===== config.mk =====
export PLATFORM = sky130hd
export DESIGN_NAME = baser_257b_transcoder
export DESIGN_NICKNAME = d
export VERILOG_FILES = /design/src/rtl/baser_257b_transcoder.sv
export SDC_FILE = /design/constraint.sdc
export NUM_CORES = 1
export LEC_CHECK = 0
export CORE_AREA = 2 2 211 213
export CTS_CLUSTER_SIZE = 28
export DETAILED_ROUTE_END_ITERATION = 12
export DIE_AREA = 0 0 213 215
export PLACE_DENSITY = 0.79
export SYNTH_ARGS = -nofsm -noshare
export SYNTH_HDL_FRONTEND = slang
export SYNTH_SLANG_ARGS = --single-unit
export TNS_END_PERCENT = 50

===== constraint.sdc =====
create_clock -name clk -period 3.3 [get_ports clk]
set_input_delay 0.495 -clock clk [delete_from_list [all_inputs] [get_ports clk]]
set_output_delay 0.495 -clock clk [all_outputs]
set_load 0.05 [all_outputs]

===== src/rtl/baser_257b_transcoder.sv =====
// -----------------------------------------------------------------------------
// baser_257b_transcoder
//
// Purpose:
//   Collects four consecutive 64b/66b blocks and compresses them into one
//   256b/257b transcoded block (IEEE 802.3 Clause 91 transcoding). The result
//   is held in a single-entry output register with a ready/valid handshake.
//   Saturating statistics counters track the produced blocks.
//
// Ports:
//   clk            rising-edge clock
//   i_rst_n        synchronous active-low reset
//   i_frame        66b input block: [65:64] sync header, [63:0] payload
//   i_valid        i_frame valid
//   o_ready        block can accept i_frame this cycle
//   i_clear        discard the partially collected group
//   o_tx_coded     257b transcoded block
//   o_valid        o_tx_coded valid
//   i_ready        downstream accepts o_tx_coded
//   o_hdr_err      output group contained an invalid sync header
//   o_block_count  257b blocks produced (saturating)
//   o_ctrl_count   257b blocks with o_tx_coded[0] = 0 (saturating)
//   o_err_count    257b blocks with o_hdr_err = 1 (saturating)
// -----------------------------------------------------------------------------
module baser_257b_transcoder #(
    parameter int DATA_WIDTH        = 64,
    parameter int HDR_WIDTH         = 2,
    parameter int FRAME_WIDTH       = 66,
    parameter int TRANSCODER_BLOCKS = 4,
    parameter int TC_WIDTH          = 257
) (
    input  logic                   clk,
    input  logic                   i_rst_n,
    input  logic [FRAME_WIDTH-1:0] i_frame,
    input  logic                   i_valid,
    output logic                   o_ready,
    input  logic                   i_clear,
    output logic [TC_WIDTH-1:0]    o_tx_coded,
    output logic                   o_valid,
    input  logic                   i_ready,
    output logic                   o_hdr_err,
    output logic [31:0]            o_block_count,
    output logic [31:0]            o_ctrl_count,
    output logic [31:0]            o_err_count
);

    typedef enum logic [1:0] {S0, S1, S2, S3} slot_state_e;

    slot_state_e                                 state_q;
    slot_state_e                                 fill_state;
    logic [TRANSCODER_BLOCKS-2:0][FRAME_WIDTH-1:0] slot_q;
    logic [TC_WIDTH-1:0]                         tx_coded_q;
    logic                                        valid_q;
    logic                                        hdr_err_q;
    logic [31:0]                                 block_count_q;
    logic [31:0]                                 ctrl_count_q;
    logic [31:0]                                 err_count_q;

    logic                                        accept;
    logic                                        load;
    logic [TRANSCODER_BLOCKS-1:0][FRAME_WIDTH-1:0] grp;
    logic [TRANSCODER_BLOCKS-1:0][DATA_WIDTH-1:0]  pay;
    logic [TRANSCODER_BLOCKS-1:0][DATA_WIDTH-5:0]  cmp;
    logic [TRANSCODER_BLOCKS-1:0]                d_flag;
    logic [TRANSCODER_BLOCKS-1:0]                bad_hdr;
    logic [TC_WIDTH-6:0]                         body;
    logic [TC_WIDTH-1:0]                         coded_d;
    logic                                        hdr_err_d;

    function automatic logic [31:0] sat_inc(input logic [31:0] v, input logic en);
        return (en && (v != 32'hFFFF_FFFF)) ? v + 32'd1 : v;
    endfunction

    assign o_ready = !valid_q || i_ready;
    assign accept  = i_valid && o_ready;
    // A clear in the same cycle as an accept restarts the group at slot 0.
    assign fill_state = i_clear ? S0 : state_q;
    assign load       = accept && (fill_state == S3);

    // The fourth block is taken straight from the input, so the group is
    // encoded in the same cycle it completes.
    assign grp = {i_frame, slot_q[2], slot_q[1], slot_q[0]};

    always_comb begin
        // NOTE: every combinational output gets a default first so no path
        // through the block leaves a value unassigned (no latch inferred).
        pay     = '0;
        cmp     = '0;
        d_flag  = '0;
        bad_hdr = '0;
        body    = '0;
        coded_d = '0;
        for (int k = 0; k < TRANSCODER_BLOCKS; k++) begin
            pay[k]     = grp[k][DATA_WIDTH-1:0];
            d_flag[k]  = (grp[k][FRAME_WIDTH-1 -: HDR_WIDTH] == 2'b01);
            // 2'b00 and 2'b11 are invalid; they are coded as control.
            bad_hdr[k] = (grp[k][FRAME_WIDTH-1] == grp[k][FRAME_WIDTH-2]);
            // Compressed first control block: type[7:4] then payload[63:8].
            cmp[k]     = {grp[k][DATA_WIDTH-1:8], grp[k][7:4]};
        end
        if (&d_flag) begin
            coded_d = {pay[3], pay[2], pay[1], pay[0], 1'b1};
        end else begin
            if (!d_flag[0])      body = {pay[3], pay[2], pay[1], cmp[0]};
            else if (!d_flag[1]) body = {pay[3], pay[2], cmp[1], pay[0]};
            else if (!d_flag[2]) body = {pay[3], cmp[2], pay[1], pay[0]};
            else                 body = {cmp[3], pay[2], pay[1], pay[0]};
            coded_d = {body, d_flag, 1'b0};
        end
        hdr_err_d = |bad_hdr;
    end

    // Slot counter, slot storage, output register and counters.
    always_ff @(posedge clk) begin
        if (!i_rst_n) begin
            // NOTE: slot storage is reset too, so a group abandoned by reset
            // never leaks stale payload into a later output.
            state_q       <= S0;
            slot_q        <= '0;
            tx_coded_q    <= '0;
            valid_q       <= 1'b0;
            hdr_err_q     <= 1'b0;
            block_count_q <= '0;
            ctrl_count_q  <= '0;
            err_count_q   <= '0;
        end else begin
            // NOTE: all state updates are non-blocking so every register
            // samples the pre-edge values regardless of statement order.
            if (accept) begin
                unique case (fill_state)
                    S0: begin slot_q[0] <= i_frame; state_q <= S1; end
                    S1: begin slot_q[1] <= i_frame; state_q <= S2; end
                    S2: begin slot_q[2] <= i_frame; state_q <= S3; end
                    S3: begin state_q <= S0; end
                    default: state_q <= S0;
                endcase
            end else if (i_clear) begin
                state_q <= S0;
            end

            if (load) begin
                tx_coded_q    <= coded_d;
                hdr_err_q     <= hdr_err_d;
                valid_q       <= 1'b1;
                block_count_q <= sat_inc(block_count_q, 1'b1);
                ctrl_count_q  <= sat_inc(ctrl_count_q, !coded_d[0]);
                err_count_q   <= sat_inc(err_count_q, hdr_err_d);
            end else if (i_ready) begin
                valid_q <= 1'b0;
            end
        end
    end

    assign o_tx_coded    = tx_coded_q;
    assign o_valid       = valid_q;
    assign o_hdr_err     = hdr_err_q;
    assign o_block_count = block_count_q;
    assign o_ctrl_count  = ctrl_count_q;
    assign o_err_count   = err_count_q;

endmodule


==> reports/qor.csv <==
metric,value,unit
power_frac_seq,50.0,%
yosys_warnings,0,
grt_first_pass_wirelength,114,mm
synth.distinct_cells,43,
comb_power_share,4.5,%
rsz0062_at_grt,no,
synth_edf_count,0,
async_flop_share,0,%
slew_viol_final,0,
period_minus_slack,2.95,ns
finalSetupTns,0,ns
maxCapViolCount,0,
hold_path.class,flop to flop,
cts_setup_buffers,0,
fin_cells,3745,
fin_nets,3193,
grt_max_degree,146,
syn_inst,2790,
drive_gt1_share,5.58,%
wl_per_cell,19.7,um
hold_ws,0.452,ns
slew_headroom,11.1,%
synth.top_cell.area_share,49.6,%
crit_path_max_incr_delay,1.08,ns
initial_utilization,51.3,%
portBuffers,426,
fmax,339,MHz
leakage,9.54,nW
fp.dieW,213,um
arrival,3.47,ns
synth.avg_cell_area,8.02,sq um
end_kind,flop,
gr-total-overflow,0,
cp_max_fo,20,
ys_top_cells_by_area,"dfxtp_1 (50%), nand2_1 (13%), a21oi_1 (7.2%)",
via_per_inst,5.86,
die_height,215,um
num_antenna_cells,0,
ctsResizeCount,0,
yosysTopAreaCell,dfxtp_1,
setup_violations,0,
die_area,45800,sq um
dpl-instance-area,27300,sq um
htreeDepth,2,
intPower,0.0106,W
ios,427,
critPathLaunchType,flop,
clkPwrFrac,45.4,%
cts.clk_slew.worst_paths,0.06,ns
period_share,89.4,%
synth_seq_area_share,49.6,%
core_region_area,43600,sq um
final_util,66.7,%
status,finished clean,
slowest_stage,o31ai_2,
drtPass1Iterations,5,
clk_path_buf_depth,3,
route.vias.total,21900,
dp_hpwl,50.4,mm
first_global_vias,20400,
final-hold-violation-count,0,
postLayoutCellArea,29100,sq um
synthFlopType,dfxtp_1,
area_growth,30.1,%
clock_skew,0.0193,ns
antenna_found_initial,1,
syn-cell-area,22400,sq um
switchingPower,0.00313,W
crit_type,flop to flop,
wl,73.7,mm
root_buffer,clkbuf_16,
worstMarginPinSlew,1.33,ns
cts_buffers,55,
clkLatencyLatePin,0.60,ns
swShare,22.9,%
power.density,470,nW/um^2
cts.sinks,555,
grt_use_total,31.3,%
tritoncts,done,
drc,0,
required,3.82,ns
drtIter0Drc,2183,
crit_chain,ha_1 > nand4_1 > or4_1 > o31ai_2 > o31ai_1 > a21oi_1,
ys_seq_elements,555,
gp_congestion,0.890,
num_rows,77,
dp.cells,3645,
ir_worst_vdd,0.000392,V
synth_nets,2872,
hold_buffers,0,
drtAntennaViolNets,0,
-- power by group through the flow --
stage	clock network, W	registers [W]	logic, W
global route	0.00657	0.00685	0.000671
global placement	0	0.00699	0.000599
finish	0.00622	0.00685	0.000620
floorplan	0	0.00699	0.000309
detailed placement	0	0.00699	0.000612
CTS	0.00629	0.00685	0.000614
-- sequential cells by signal, indices dropped and copies added (netlist names) --
register	cells
o_block_count	32
o_ctrl_count	32
state_q	2
o_err_count	32
grp	18
o_tx_coded	257
cmp	180
o_valid	1
o_hdr_err	1
-- per-layer routing --
layer	up-vias	global-route usage, %	part of all wire [%]
met5	-	0	0.023
met3	181	7.16	9.0
met4	2	13.3	4.2
met1	10400	41.3	41
li1	10300	-	-
met2	991	49.2	46
-- metrics by stage --
stage	setup slack [ns]	total power, W
floorplan	0.458	0.00730
detailed placement	-0.00196	0.00761
global placement	0.0482	0.00759
global route	0.163	0.0141
CTS	0.174	0.0138
finish	0.350	0.0137
-- synthesized netlist by cell type, types with 6 or more instances --
master,instances
a211oi_1,64
a21oi_1,321
a311oi_1,129
and3_1,11
and4_1,10
buf_1,14
buf_2,8
clkbuf_1,204
dfxtp_1,555
ha_1,11
inv_1,21
mux2i_1,80
nand2_1,788
nand2b_1,19
nand3_1,101
nand4_1,25
nor2_1,221
nor3_1,6
nor4_1,13
o211ai_1,8
o21ai_0,33
o31ai_1,30
or3_1,33
or4_1,38
xnor2_1,10
-- worst paths after layout --
| kind | start | cells after the start | to | slack, ns |
|---|---|---|---|---|
| max | o_ctrl_count[1]$_SDFFE_PN0P_ | 6 | o_ctrl_count[25]$_SDFFE_PN0P_ | 0.35 |
| min | o_tx_coded[210]$_SDFFE_PN0P_ | 2 | o_tx_coded[210]$_SDFFE_PN0P_ | 0.45 |
| max reg2reg | o_ctrl_count[1]$_SDFFE_PN0P_ | 6 | o_ctrl_count[25]$_SDFFE_PN0P_ | 0.35 |
| min reg2reg | o_tx_coded[210]$_SDFFE_PN0P_ | 2 | o_tx_coded[210]$_SDFFE_PN0P_ | 0.45 |
-- cells by family after synthesis --
kind of cell               Yosys count  synth area share [%]
and+or+nand+nor                   1284                  24.5
muxes                               80                  3.58
buffers and inverters              247                  4.19
AOI/OAI and AO/OA                  599                  16.9
DFF                                555                  49.6
xor gates and xnor gates            14                 0.548
adders and majority gates           11                 0.615
-- cell usage in the layout (no fill, tap or decap), types with 38 or more instances in the layout --
cell and instances:
a211oi_1 64, a21oi_1 321, a311oi_1 129, buf_4 42, clkbuf_16 55, clkdlybuf4s50_1 424, dfxtp_1 555, mux2i_1 80
nand2_1 786, nand3_1 97, nor2_1 220, or4_1 38
-- critical path: cells and delay by family (launching register included) --
kind                     cells  cell delay, ns
flip-flops                   1            0.41
adder cells (fa/ha/maj)      1            0.24
AO/OA/AOI/OAI                3            1.46
AND/OR/NAND/NOR              2            0.78
-- area by class of cell --
| type | count | area, sq um |
|---|---|---|
| Timing Repair Buffer | 489 | 5000 |
| Multi-Input combinational cell | 1989 | 10400 |
| Clock buffer | 84 | 1610 |
| Tap cell | 592 | 741 |
| Clock inverter | 15 | 166 |
| Fill cell | 3562 | 14500 |
| Inverter | 21 | 86.3 |
| Sequential cell | 555 | 11100 |
Note: power is estimated with default switching activity, not from simulation.
